File: config.mk
export PLATFORM = sky130hd
export DESIGN_NAME = mul_arbiter
export DESIGN_NICKNAME = d
export VERILOG_FILES = /design/src/rtl/mul_arbiter.sv
export SDC_FILE = /design/constraint.sdc
export NUM_CORES = 1
export LEC_CHECK = 0
export BUFFER_PORTS_ARGS = -buffer_cell sky130_fd_sc_hd__buf_4
export CORE_ASPECT_RATIO = 1.1
export CORE_MARGIN = 10
export CORE_UTILIZATION = 30
export DETAILED_ROUTE_END_ITERATION = 10
export HOLD_SLACK_MARGIN = 0.15
export SLEW_MARGIN = 20
export SYNTH_ARGS = -nofsm -noshare
export SYNTH_HDL_FRONTEND = slang
export SYNTH_SLANG_ARGS = --single-unit
File: constraint.sdc
create_clock -name clk -period 4 [get_ports clk]
set_clock_uncertainty 0.05 [all_clocks]
set_input_delay 0.6 -clock clk [delete_from_list [all_inputs] [get_ports clk]]
set_output_delay 0.6 -clock clk [all_outputs]
set_load 0.1 [all_outputs]
File: src/rtl/mul_arbiter.sv
// Round-robin arbiter sharing one multicycle 32x32 multiplier between two thread ports.
// Optional MUL_ARB_ZERO_SHORTCUT_EN answers zero-operand requests without starting the multiplier.
module mul_arbiter (
    input  logic        clk,
    input  logic        reset,
    input  logic        req0_valid,
    input  logic [31:0] req0_op1,
    input  logic [31:0] req0_op2,
    input  logic        req0_signed,
    output logic        req0_ready,
    input  logic        flush0,
    output logic        resp0_valid,
    output logic [63:0] resp0_result,
    input  logic        req1_valid,
    input  logic [31:0] req1_op1,
    input  logic [31:0] req1_op2,
    input  logic        req1_signed,
    output logic        req1_ready,
    input  logic        flush1,
    output logic        resp1_valid,
    output logic [63:0] resp1_result,
    output logic        mul_start_o,
    output logic        mul_annul_o,
    output logic [31:0] mul_op1_o,
    output logic [31:0] mul_op2_o,
    output logic        mul_signed_o,
    input  logic [63:0] mul_result_i,
    input  logic        mul_ready_i,
    output logic [1:0]  dbg_state
);

    // Handshake: a request transfers on the rising edge where reqN_valid and reqN_ready are both high;
    // respN_valid is a one-cycle pulse with no back-pressure.
    typedef enum logic [1:0] {IDLE = 2'd0, BUSY = 2'd1, DRAIN = 2'd2} state_t;

    state_t      state_q, state_d;
    logic        owner_q, owner_d;
    logic        rr_q, rr_d;
    logic        start_d, annul_d, sgn_d;
    logic [31:0] op1_d, op2_d;
    logic        v0_d, v1_d;
    logic [63:0] res0_d, res1_d;
    logic        elig0, elig1, grant_port, flush_own;
    logic [31:0] sel_op1, sel_op2;
    logic        sel_sgn;

    assign dbg_state = state_q;

    always_comb begin
        state_d    = state_q;
        owner_d    = owner_q;
        rr_d       = rr_q;
        start_d    = 1'b0;
        annul_d    = 1'b0;
        op1_d      = mul_op1_o;
        op2_d      = mul_op2_o;
        sgn_d      = mul_signed_o;
        v0_d       = 1'b0;
        v1_d       = 1'b0;
        res0_d     = resp0_result;
        res1_d     = resp1_result;
        req0_ready = 1'b0;
        req1_ready = 1'b0;
        elig0      = req0_valid && !flush0;
        elig1      = req1_valid && !flush1;
        grant_port = (elig0 && elig1) ? rr_q : elig1;
        sel_op1    = grant_port ? req1_op1 : req0_op1;
        sel_op2    = grant_port ? req1_op2 : req0_op2;
        sel_sgn    = grant_port ? req1_signed : req0_signed;
        flush_own  = owner_q ? flush1 : flush0;

        case (state_q)
            IDLE: begin
                if (elig0 || elig1) begin
                    req0_ready = !grant_port;
                    req1_ready = grant_port;
                    owner_d    = grant_port;
                    rr_d       = !grant_port;
                    op1_d      = sel_op1;
                    op2_d      = sel_op2;
                    sgn_d      = sel_sgn;
`ifdef MUL_ARB_ZERO_SHORTCUT_EN
                    if (sel_op1 == 32'd0 || sel_op2 == 32'd0) begin
                        if (grant_port) begin
                            v1_d   = 1'b1;
                            res1_d = 64'd0;
                        end else begin
                            v0_d   = 1'b1;
                            res0_d = 64'd0;
                        end
                    end else begin
                        start_d = 1'b1;
                        state_d = BUSY;
                    end
`else
                    start_d = 1'b1;
                    state_d = BUSY;
`endif
                end
            end
            BUSY: begin
                // A flush beats a coincident mul_ready_i: the result is dropped.
                if (flush_own) begin
                    annul_d = 1'b1;
                    state_d = DRAIN;
                end else if (mul_ready_i) begin
                    if (owner_q) begin
                        v1_d   = 1'b1;
                        res1_d = mul_result_i;
                    end else begin
                        v0_d   = 1'b1;
                        res0_d = mul_result_i;
                    end
                    state_d = DRAIN;
                end else begin
                    start_d = 1'b1;
                end
            end
            DRAIN: begin
                if (!mul_ready_i) state_d = IDLE;
            end
            default: state_d = IDLE;
        endcase
    end

    always_ff @(posedge clk) begin
        if (reset) begin
            state_q      <= IDLE;
            owner_q      <= 1'b0;
            rr_q         <= 1'b0;
            mul_start_o  <= 1'b0;
            mul_annul_o  <= 1'b0;
            mul_op1_o    <= 32'd0;
            mul_op2_o    <= 32'd0;
            mul_signed_o <= 1'b0;
            resp0_valid  <= 1'b0;
            resp1_valid  <= 1'b0;
            resp0_result <= 64'd0;
            resp1_result <= 64'd0;
        end else begin
            state_q      <= state_d;
            owner_q      <= owner_d;
            rr_q         <= rr_d;
            mul_start_o  <= start_d;
            mul_annul_o  <= annul_d;
            mul_op1_o    <= op1_d;
            mul_op2_o    <= op2_d;
            mul_signed_o <= sgn_d;
            resp0_valid  <= v0_d;
            resp1_valid  <= v1_d;
            resp0_result <= res0_d;
            resp1_result <= res1_d;
        end
    end

endmodule

==> results.txt <==
The flow ran to the end, and the final reports show no timing, DRC or antenna violations. The time the final worst path needs with I/O delays and setup is 2.36 ns. The setup slack on the worst flop-to-flop path came out at 1.66 ns. Setup repair after global routing left no endpoint under its margin. The cell type group with the largest total delay on the critical path is buffers and inverters. The total DRC errors in the routed layout came out at 0. The H-tree level count is 1. The clock passes through at most 3 buffers.

The count of buffering cells on the critical path with inverters included came out at 2. The number of cell instances on the worst register-to-register path came out at 5. After clock tree synthesis, the setup repair step added 0 buffers. The number of nets in the final layout is ~1400. STA puts the critical path data required time at 3.35 ns. In this run the most critical hold path is launched from req0_op2[2]. The die height came out at ~180 um. Data on the critical path arrives at its endpoint at around 1.7 ns. Of all cell types, the one taking the most synthesized area is sky130_fd_sc_hd__dfxtp_1. The synthesized instance count came out at 817.

The total length of routed wires is 30700 um. The biggest fanout along the worst timing path came out at 6. The critical path's largest stage delay came out at 0.38 ns. The area overhead of the layout relative to synthesis came out at 53.0%.

The category of the critical setup timing path is reg2out. Power spread over the standard cell area amounts to 463 mW/mm2. The number of buffer cells added on primary ports came out at about 400. The share of cells above drive strength 1 came out at a little under two fifths. The synthesized netlist net count came out at a little over 1000. The insertion delay to the later sink of the worst-skew pair came out at 0.49 ns. For this design, the sink count on the clock tree is ~200. In this run the worst hold path is classified as in2reg. The first global-routing pass estimated between 40000 and 50000 um of wire. Traced cell by cell, the critical path runs through nor2_1 -> o211ai_1 -> inv_1 -> buf_4. A synthesized cell averages 8.98 um2. The number of top-level design ports is 402. After filler insertion, the fill cell instance count of the layout stands at 2351. The max-slew violation total from the final report is 0. The final setup TNS is 0 ns.

The overall track demand over capacity in global routing came out at 18.1%. For this configuration, the core starts out at a cell density of 30.8%. The worst pin sits at a relative slew slack of 39.0%.

The number of hold-slack violations in the final timing report came to 0. The critical path depth is 4. The post-route clock period utilization is 59.1%.

After detailed routing, the average wire length per cell comes to 20.5 um. Entering global routing, the biggest net connects 184 pins. The placeable core region is 0.0238 mm2. The global route total overflow is 0. STA classifies the critical path startpoint as a flip-flop.

The worst-margin pin slew is 0.915 ns. The worst setup path is captured at an output port. Buffers inserted to repair hold after CTS numbered 0.

The via count of the first global-routing pass came out at between 7000 and 8000. The achievable frequency is between 400 and 500 MHz. The number of endpoints failing setup at the final stage came out at 0. The share of synthesized area occupied by flip-flops and latches came out at a little over half.

The number of clock buffers added by TritonCTS is 23. The maximum VDD drop came out at roughly 260 uV. The total number of placement rows came out at ~60. The most critical setup path has its startpoint at dbg_state[1]. The number of cells on the worst hold path is 2. The total via count in the routed design came out at 7244. The origin of the critical flop-to-flop path is dbg_state[0]. The total number of yosys warnings is 0. The x dimension of the die came out at 169 um. On the final layout, the worst hold slack is ~0.27 ns.

After synthesis the netlist holds a flip-flop and latch count of 201. The die covers 0.0311 mm2. The weighted congestion reported at the end of routability-driven placement came out at 0.788. By area the synthesized netlist is led by sky130_fd_sc_hd__dfxtp_1 55%, sky130_fd_sc_hd__nand2_1 13%, sky130_fd_sc_hd__a21oi_1 8.9%.

The first-pass iteration count of the detailed router is 4. The share of the synthesized area in the top cell type came out at 54.9%. The number of antenna diodes in the final layout is 0. The initial antenna violation count was 1. The number of gates resized after cts is 0. After the first detailed-routing iteration, the DRC count stood at roughly 570. The highest-delay cell along the critical path is sky130_fd_sc_hd__dfxtp_1. The clock tree from TritonCTS is done. The tree is rooted in a sky130_fd_sc_hd__clkbuf_16.

The count of nets left with antenna violations once routing finished came out at 0. The leakage power figure came out at 0.00474 uW. Once detailed placement completed, the half-perimeter wirelength came to ~22000 um.

The synthesized area is 0.00733 mm2. The clock-pin transition on the worst setup and hold timing paths is 0.06 ns. The max capacitance violation total is 0.

The netlist uses 25 different library cells. Using the TritonRoute via totals, the vias-per-cell ratio works out to about 4.8.
[synthesized netlist by cell type (all sizes together)]
cell and n:
a2111oi 1, a21boi 1, a21oi 130, a221o 65, a31oi 1, and2b 1, buf 41, clkbuf 29
dfxtp 201, inv 2, mux2i 1, nand2 257, nand2b 3, nand3b 1, nor2 8, nor2b 2
nor3 2, nor3b 68, o211ai 1, or3 1, or3b 1
[routing by layer]
layer | vias to the layer above | wire length [um] | track usage (%)
li1 | 3539 | - | -
met1 | 3363 | 11800 | 20.5
met2 | 311 | 14700 | 30.5
met3 | 29 | 3710 | 8.64
met4 | 2 | 386 | 3.66
met5 | - | 7 | 0
[flip-flops by register name, indices dropped and copies added (netlist names), 2 cells and up]
name and count:
dbg_state 2, resp1_result 64, mul_op2_o 32, resp0_result 64, mul_op1_o 32
[cell families after synthesis]
logic type,synth area share (%)
AND/OR/NAND/NOR,21.7
flip-flops,54.9
AO/OA/AOI/OAI,18.5
buffers and inverters,4.88
multiplexers,0.136
[layout make-up]
type	count	area (um2)	area share, %
clock buffer	29	628	5.60
clock inverter	9	72.6	0.647
inverter	2	7.51	0.0669
multi-input combinational	544	2980	26.6
sequential	201	4020	35.9
tap	305	382	3.40
timing repair buffer	409	3120	27.8
[final timing paths]
path	endpoint
worst max-delay path	req1_ready
worst min-delay path	mul_op2_o[2]
worst max register to register	resp0_result[20]
worst min register to register	resp1_result[37]
[placed cells by master (no fill, tap or decap), types with 2 or more instances in the layout]
| cell | synthesis | layout |
|---|---|---|
| sky130_fd_sc_hd__inv_1 | 2 | 2 |
| sky130_fd_sc_hd__a221o_1 | 65 | 65 |
| sky130_fd_sc_hd__nor3b_1 | 68 | 67 |
| sky130_fd_sc_hd__clkbuf_1 | 29 | 3 |
| sky130_fd_sc_hd__dfxtp_1 | 201 | 201 |
| sky130_fd_sc_hd__nor2_1 | 8 | 7 |
| sky130_fd_sc_hd__buf_12 | 0 | 4 |
| sky130_fd_sc_hd__a21oi_1 | 130 | 130 |
| sky130_fd_sc_hd__buf_4 | 0 | 404 |
| sky130_fd_sc_hd__nand2_1 | 257 | 257 |
| sky130_fd_sc_hd__nor2b_1 | 2 | 2 |
| sky130_fd_sc_hd__nand2b_1 | 2 | 2 |
| sky130_fd_sc_hd__clkbuf_16 | 0 | 23 |
| sky130_fd_sc_hd__clkbuf_8 | 0 | 3 |
| sky130_fd_sc_hd__clkinv_2 | 0 | 7 |
[per-stage QoR]
step / power, uW / cells / util (%) / worst slack (ns) / cell area [um2]
2_1_floorplan: 2890 / 817 / - / 1.23 / 7330
3_3_place_gp: 3250 / 1461 / 44.1 / 1.50 / 10500
3_5_place_dp: 3260 / 1461 / 44.1 / 1.45 / 10500
4_1_cts: 5260 / 1499 / 47.1 / 1.61 / 11200
5_1_grt: 5390 / 1499 / 47.1 / 1.48 / 11200
6_report: 5190 / 1499 / 47.1 / 1.64 / 11200
[power by group]
part	internal (uW)	switching (uW)	total, uW
clock	1170	820	1990
sequential	2080	43.4	2120
combinational	310	774	1080
Note: power is estimated with default switching activity, not from simulation.
